## config.mk

```make
export PLATFORM = sky130hd
export DESIGN_NAME = pixel_coalescer
export DESIGN_NICKNAME = d
export VERILOG_FILES = /design/src/rtl/pixel_coalescer_pkg.sv /design/src/rtl/pixel_coalescer_fifo.sv /design/src/rtl/pixel_coalescer.sv
export SDC_FILE = /design/constraint.sdc
export NUM_CORES = 2
export LEC_CHECK = 0
export CORE_MARGIN = 2
export CORE_UTILIZATION = 55
export CTS_CLUSTER_DIAMETER = 100
export CTS_CLUSTER_SIZE = 10
export DETAILED_ROUTE_END_ITERATION = 16
export PLACE_DENSITY_LB_ADDON = 0.05
export SYNTH_ARGS = -nofsm -noshare
export SYNTH_HDL_FRONTEND = slang
export SYNTH_SLANG_ARGS = --single-unit
```

## constraint.sdc

```tcl
create_clock -name clk_in -period 13.3 [get_ports clk_in]
set_clock_uncertainty 0.15 [all_clocks]
set_input_delay 3.325 -clock clk_in [delete_from_list [all_inputs] [get_ports clk_in]]
set_output_delay 3.325 -clock clk_in [all_outputs]
set_load 0.02 [all_outputs]
```

## src/rtl/pixel_coalescer_pkg.sv

```systemverilog
// Shared constants and strobe helpers for the pixel write-combining stage.
package pixel_coalescer_pkg;

  localparam int unsigned DEF_HRES             = 1280;
  localparam int unsigned DEF_VRES             = 720;
  localparam int unsigned DEF_PIXEL_WIDTH      = 16;
  localparam int unsigned DEF_PIXELS_PER_CHUNK = 8;
  localparam int unsigned DEF_OUT_DEPTH        = 4;
  localparam int unsigned DEF_TIMEOUT          = 64;

  // Widest chunk strobe the helper can produce; callers truncate to their width.
  localparam int unsigned MAX_CHUNK_STRB_W = 256;

  // Place a per-pixel byte strobe at its lane position within a chunk strobe.
  function automatic logic [MAX_CHUNK_STRB_W-1:0] lane_strobe(
    input logic [31:0] strb,
    input int unsigned lane,
    input int unsigned bpp
  );
    logic [MAX_CHUNK_STRB_W-1:0] s;
    s = MAX_CHUNK_STRB_W'(strb);
    return s << (lane * bpp);
  endfunction

endpackage

```

## src/rtl/pixel_coalescer_fifo.sv

```systemverilog
// Shift-register output FIFO: head entry is a flop, up to two pushes per cycle.
module chunk_out_fifo #(
  parameter int unsigned WIDTH = 8,
  parameter int unsigned DEPTH = 4,
  localparam int unsigned CNT_W = $clog2(DEPTH + 1)
) (
  input  logic             clk_in,
  input  logic             rst_n_in,
  input  logic             push_a,
  input  logic [WIDTH-1:0] data_a,
  input  logic             push_b,
  input  logic [WIDTH-1:0] data_b,
  input  logic             ready_in,
  output logic [WIDTH-1:0] dout,
  output logic             valid,
  output logic [CNT_W-1:0] free
);

  logic [WIDTH-1:0] mem_q [DEPTH];
  logic [WIDTH-1:0] mem_d [DEPTH];
  logic [CNT_W-1:0] cnt_q, cnt_d, base;
  logic             pop;

  // Shift out the head on pop, then append push_a followed by push_b.
  always_comb begin
    pop   = (cnt_q != '0) && ready_in;
    base  = cnt_q - CNT_W'(pop);
    mem_d = mem_q;
    if (pop) begin
      for (int unsigned i = 0; i + 1 < DEPTH; i++) mem_d[i] = mem_q[i+1];
    end
    for (int unsigned i = 0; i < DEPTH; i++) begin
      if (push_a && (32'(base) == i)) mem_d[i] = data_a;
      if (push_b && (32'(base) + 32'd1 == i)) mem_d[i] = data_b;
    end
    cnt_d = base + CNT_W'(push_a) + CNT_W'(push_b);
  end

  always_ff @(posedge clk_in or negedge rst_n_in) begin
    if (!rst_n_in) begin
      mem_q <= '{default: '0};
      cnt_q <= '0;
    end else begin
      mem_q <= mem_d;
      cnt_q <= cnt_d;
    end
  end

  assign dout  = mem_q[0];
  assign valid = (cnt_q != '0);
  assign free  = CNT_W'(DEPTH) - cnt_q;

endmodule

```

## src/rtl/pixel_coalescer.sv

```systemverilog
// Write-combining stage: merges pixel writes into aligned strobed chunks.
module pixel_coalescer
  import pixel_coalescer_pkg::*;
#(
  parameter int unsigned HRES             = DEF_HRES,
  parameter int unsigned VRES             = DEF_VRES,
  parameter int unsigned PIXEL_WIDTH      = DEF_PIXEL_WIDTH,
  parameter int unsigned PIXELS_PER_CHUNK = DEF_PIXELS_PER_CHUNK,
  parameter int unsigned OUT_DEPTH        = DEF_OUT_DEPTH,
  parameter int unsigned TIMEOUT          = DEF_TIMEOUT,
  localparam int unsigned ADDR_W = $clog2(HRES * VRES),
  localparam int unsigned LANE_W = $clog2(PIXELS_PER_CHUNK),
  localparam int unsigned TAG_W  = ADDR_W - LANE_W,
  localparam int unsigned BPP    = PIXEL_WIDTH / 8,
  localparam int unsigned DATA_W = PIXELS_PER_CHUNK * PIXEL_WIDTH,
  localparam int unsigned STRB_W = PIXELS_PER_CHUNK * BPP
) (
  input  logic                   clk_in,
  input  logic                   rst_n_in,
  input  logic [ADDR_W-1:0]      addr_in,
  input  logic [PIXEL_WIDTH-1:0] data_in,
  input  logic [BPP-1:0]         strobe_in,
  input  logic                   last_in,
  input  logic                   valid_in,
  output logic                   ready_out,
  input  logic                   flush_in,
  output logic [TAG_W-1:0]       chunk_addr_out,
  output logic [DATA_W-1:0]      data_out,
  output logic [STRB_W-1:0]      strobe_out,
  output logic                   last_out,
  output logic                   valid_out,
  input  logic                   ready_in
);

  localparam int unsigned ENTRY_W = 1 + TAG_W + STRB_W + DATA_W;
  localparam int unsigned CNT_W   = $clog2(OUT_DEPTH + 1);
  localparam int unsigned IDLE_W  = $clog2(TIMEOUT + 2);

  logic               open_q, open_d;
  logic [TAG_W-1:0]   tag_q, tag_d;
  logic [DATA_W-1:0]  data_q, data_d;
  logic [STRB_W-1:0]  strb_q, strb_d;
  logic [IDLE_W-1:0]  idle_q, idle_d;
  logic               flush_pend_q, flush_pend_d;

  logic [LANE_W-1:0]  lane;
  logic [TAG_W-1:0]   tag_in;
  logic [STRB_W-1:0]  lane_strb;
  logic [DATA_W-1:0]  pix_rep;
  logic               accept, wr_px, mismatch, last_close;
  logic               m_open;
  logic [TAG_W-1:0]   m_tag;
  logic [DATA_W-1:0]  m_data;
  logic [STRB_W-1:0]  m_strb;
  logic               timeout_hit, close_want, close_ok;
  logic [31:0]        avail;
  logic               push_a, push_b;
  logic [ENTRY_W-1:0] entry_a, entry_b, fifo_dout;
  logic [CNT_W-1:0]   free_slots;
  logic               fifo_valid;

  // Two free slots cover the worst case: evict on mismatch plus an immediate close.
  assign ready_out = (free_slots >= CNT_W'(2));
  assign pix_rep   = {PIXELS_PER_CHUNK{data_in}};

  always_comb begin
    lane      = addr_in[LANE_W-1:0];
    tag_in    = addr_in[ADDR_W-1:LANE_W];
    lane_strb = STRB_W'(lane_strobe(32'(strobe_in), 32'(lane), BPP));
    accept    = valid_in && ready_out;
    wr_px     = accept && (|strobe_in);
    mismatch  = wr_px && open_q && (tag_in != tag_q);
    last_close = accept && last_in;

    m_open = open_q;
    m_tag  = tag_q;
    m_data = data_q;
    m_strb = strb_q;
    if (wr_px) begin
      if (!open_q || mismatch) begin
        m_data = '0;
        m_strb = '0;
      end
      m_open = 1'b1;
      m_tag  = tag_in;
      for (int unsigned b = 0; b < STRB_W; b++) begin
        if (lane_strb[b]) m_data[b*8 +: 8] = pix_rep[b*8 +: 8];
      end
      m_strb = m_strb | lane_strb;
    end

    // Idle count lags the edge count by one, so fire when the next edge reaches TIMEOUT.
    timeout_hit = (TIMEOUT != 0) && open_q && !accept &&
                  ((32'(idle_q) + 32'd1) >= 32'(TIMEOUT));
    close_want  = m_open && ((&m_strb) || last_close || flush_in || flush_pend_q || timeout_hit);
    avail       = 32'(free_slots) + 32'(fifo_valid && ready_in);
    close_ok    = close_want && (avail >= (mismatch ? 32'd2 : 32'd1));

    push_a  = mismatch || close_ok;
    push_b  = mismatch && close_ok;
    entry_b = {last_close, m_tag, m_strb, m_data};
    entry_a = mismatch ? {1'b0, tag_q, strb_q, data_q} : entry_b;

    open_d = m_open && !close_ok;
    tag_d  = close_ok ? '0 : m_tag;
    data_d = close_ok ? '0 : m_data;
    strb_d = close_ok ? '0 : m_strb;

    idle_d = idle_q;
    if (accept || close_ok) idle_d = '0;
    else if (open_q && (idle_q != IDLE_W'(TIMEOUT))) idle_d = idle_q + IDLE_W'(1);

    flush_pend_d = (flush_in || flush_pend_q) && m_open && !close_ok;
  end

  always_ff @(posedge clk_in or negedge rst_n_in) begin
    if (!rst_n_in) begin
      open_q       <= 1'b0;
      tag_q        <= '0;
      data_q       <= '0;
      strb_q       <= '0;
      idle_q       <= '0;
      flush_pend_q <= 1'b0;
    end else begin
      open_q       <= open_d;
      tag_q        <= tag_d;
      data_q       <= data_d;
      strb_q       <= strb_d;
      idle_q       <= idle_d;
      flush_pend_q <= flush_pend_d;
    end
  end

  chunk_out_fifo #(
    .WIDTH(ENTRY_W),
    .DEPTH(OUT_DEPTH)
  ) u_fifo (
    .clk_in  (clk_in),
    .rst_n_in(rst_n_in),
    .push_a  (push_a),
    .data_a  (entry_a),
    .push_b  (push_b),
    .data_b  (entry_b),
    .ready_in(ready_in),
    .dout    (fifo_dout),
    .valid   (fifo_valid),
    .free    (free_slots)
  );

  assign {last_out, chunk_addr_out, strobe_out, data_out} = fifo_dout;
  assign valid_out = fifo_valid;

endmodule

```

==> impl_results.md <==
- Worst-Skew Late Latency: 640 ps
- Yosys reg bits: 821
- Max_cap viols: 0
- TritonCTS clock tree: built
- Critical path capture point type: flip-flop
- First-pass GRT wire length: 221 mm
- Final Hold Fails: 0
- Clock transition at the registers of the reported paths: 60 ps
- Setup ws final: 3950 ps
- Most frequent cells after synthesis: nand2_1, dfrtp_1, o22ai_1
- DP Cell Count: 5,877
- Largest net degree at the start of global routing: 265
- Final #Nets: 4,979
- Placer congestion estimate: 0.863
- Crit path max fanout: 78
- CP Launch Type: input pin
- Max Buffers Root-to-Sink: 3
- Post-place setup slack: 3510 ps
- DRC: 0
- Initial antenna violation count: 3
- Num CTS Buffers: 92
- Number of global-route vias before repair: 37,700
- Multi-input logic area: 20,600 µm²
- Final period util: 0.703
- Initial Util: 0.557
- Die ar.: 82,400 µm²
- Synthesized area per cell: 8.55 µm²
- Async S/R FF share, synth: 1.00
- Slew Viols, Final: 0
- Yosys Warn Count: 0
- Share of post-route cells with drive strength above 1: 0.0479
- Slew HR: 0.102
- Final setup TNS: 0 ps
- Row cnt: 103
- Peak supply drop: 0.186 mV
- Total GRT Usage: 0.338
- Routed Antenna Nets: 0
- Total number of vias: 39,200
- Hold-fix buffers, CTS: 0
- Post-synthesis sequential area ratio: 0.466
- Post-synth EDFFs: 0
- Setup Buffers After CTS: 0
- Root Driver: clkbuf_16
- Mapped Cells: 5,151
- DR pass1 iterations: 5
- Final Setup Violations: 0
- Pwr Total: 0.0117 W
- Reg area: 20,500 µm²
- Die Span Y: 287 µm
- Yosys cell types: 51
- Yosys top cell area share: 0.466
- CTS sink count: 821
- I/O pin cnt: 208
- Detailed Place HPWL: 75.6 mm
- Final min period: 9350 ps
- H-tree depth: 3
- Via-per-instance ratio: 6.56
- Buffers on Ports: 207
- Iteration-0 DRC Markers: 4,213
- Worst min path class: reg -> reg
- CP arrival: 9680 ps
- Routed WL per cell: 23.5 µm
- Post-Syn Area: 44,100 µm²
- Worst slew pin tran: 1350 ps
- Syn-to-layout area delta: 8.35%
- Main synth FF type: dfrtp_1
- Filler Cells Inserted: 7,111
- Ant diodes: 0
- Post-CTS sizing: 0
- Routed WL: 140 mm
- Pwr Density: 244 nW/µm²
- Leading cell type by number of instances after synthesis: nand2_1
- Finished Layout Cells: 5,974
- Kind of critical path: in -> reg
- RSZ-0062 raised after global routing: false
- Horiz. Die Dim: 287 µm
- Yosys top cell by area: dfrtp_1
- Worst path required time: 13,630 ps
- Run status: completed
- F_max: 107 MHz
- Core Area: 79,100 µm²
- Synth Net Count: 5,209
- Aggregate global routing overflow: 0
- Leak Pwr: 23.2 nW
- Synth area leaders: dfrtp_1, nand2_1, o22ai_1, mux2i_1, a22oi_1
## kinds of logic after synthesis
kind of cell    Yosys count  synth area share
mux                     277            0.0629
buf+inv                 631            0.0702
simple gates           2033             0.192
fa+ha+maj                14           0.00415
compound gates         1350             0.200
flops                   821             0.466
xor+xnor                 25           0.00497
## registers in the layout, indices dropped and copies added (netlist names)
name	count
u_fifo.mem_q	486
u_fifo.dout	162
data_q	128
tag_q	17
strb_q	16
idle_q	7
u_fifo.cnt_q	3
flush_pend_q	1
open_q	1
## stage by stage
step           hold slack [ps]   util  area, µm²
2_1_floorplan              319      -      44100
3_3_place_gp               336  0.573      45400
3_5_place_dp               340  0.573      45400
4_1_cts                    353  0.603      47700
5_1_grt                    376  0.603      47700
6_report                   364  0.603      47700
## where the power goes
part | total, W | internal (W) | switching, W | leakage [nW]
clock | 0.00222 | 0.00124 | 0.000982 | 1.17
sequential | 0.00412 | 0.00350 | 0.000614 | 10.5
combinational | 0.00533 | 0.00215 | 0.00318 | 11.6
## worst max-delay path, stage by stage
cell             delay (ps)
clkdlybuf4s50_1         460
xor2_1                  190
nor4_1                  650
nand4_1                 320
or2_2                   400
nand2_4                 480
ha_1                    210
inv_1                    40
a21boi_0                160
o32ai_1                 120
or4_1                   570
o41ai_4                 550
buf_4                   550
nand4_1                 290
buf_4                   450
buf_4                   470
o21ai_0                 210
o22ai_1                 110
## final cells by class
class / instances / share of cell area
tap: 1050 / 0.0275
inverter: 19 / 0.00165
clock inverter: 2 / 0.000524
clock buffer: 95 / 0.0494
sequential: 821 / 0.430
timing repair buffer: 288 / 0.0590
multi-input combinational: 3699 / 0.432
## path summary, 6_finish.rpt
| path | start | end | slack [ps] | cells after the start |
|---|---|---|---|---|
| worst max-delay path | addr_in[19] | u_fifo.dout[60]$_DFFE_PN0P_ | 3950 | 18 |
| worst min-delay path | u_fifo.mem_q[161]$_DFFE_PN0P_ | u_fifo.mem_q[161]$_DFFE_PN0P_ | 360 | 2 |
| worst max register to register | u_fifo.cnt_q[0]$_DFF_PN0_ | u_fifo.dout[60]$_DFFE_PN0P_ | 6320 | 19 |
| worst min register to register | u_fifo.mem_q[161]$_DFFE_PN0P_ | u_fifo.mem_q[161]$_DFFE_PN0P_ | 360 | 2 |
| max in group asynchronous | rst_n_in | data_q[39]$_DFF_PN0_ | 8170 | 3 |
| min in group asynchronous | rst_n_in | u_fifo.dout[153]$_DFFE_PN0P_ | 2590 | 1 |
## cells in the final DEF, fill, tap and decap left out, drive strengths merged, types with 3 or more instances in the layout
cell           count
nand2           1240
dfrtp            821
o22ai            482
nor2             454
a22oi            366
o21ai            278
mux2i            277
and3             259
clkdlybuf4s50    205
o211ai           120
clkbuf            95
buf               83
a21oi             44
nand3             26
a31o              22
nor3              21
inv               20
xor2              19
ha                13
nand2b            10
a21boi             9
o21a               7
xnor2              6
nand4              6
o32ai              5
nor4               4
o31ai              3
and4               3
a32o               3
or2                3
## metal layers
metal	wire length (µm)	GRT usage	vias up
met5	17	0	-
met4	4050	0.111	2
met3	12500	0.0534	240
met2	63800	0.527	1803
met1	60100	0.484	19600
li1	-	-	17600
No activity file was read; power rests on OpenSTA's default activity.
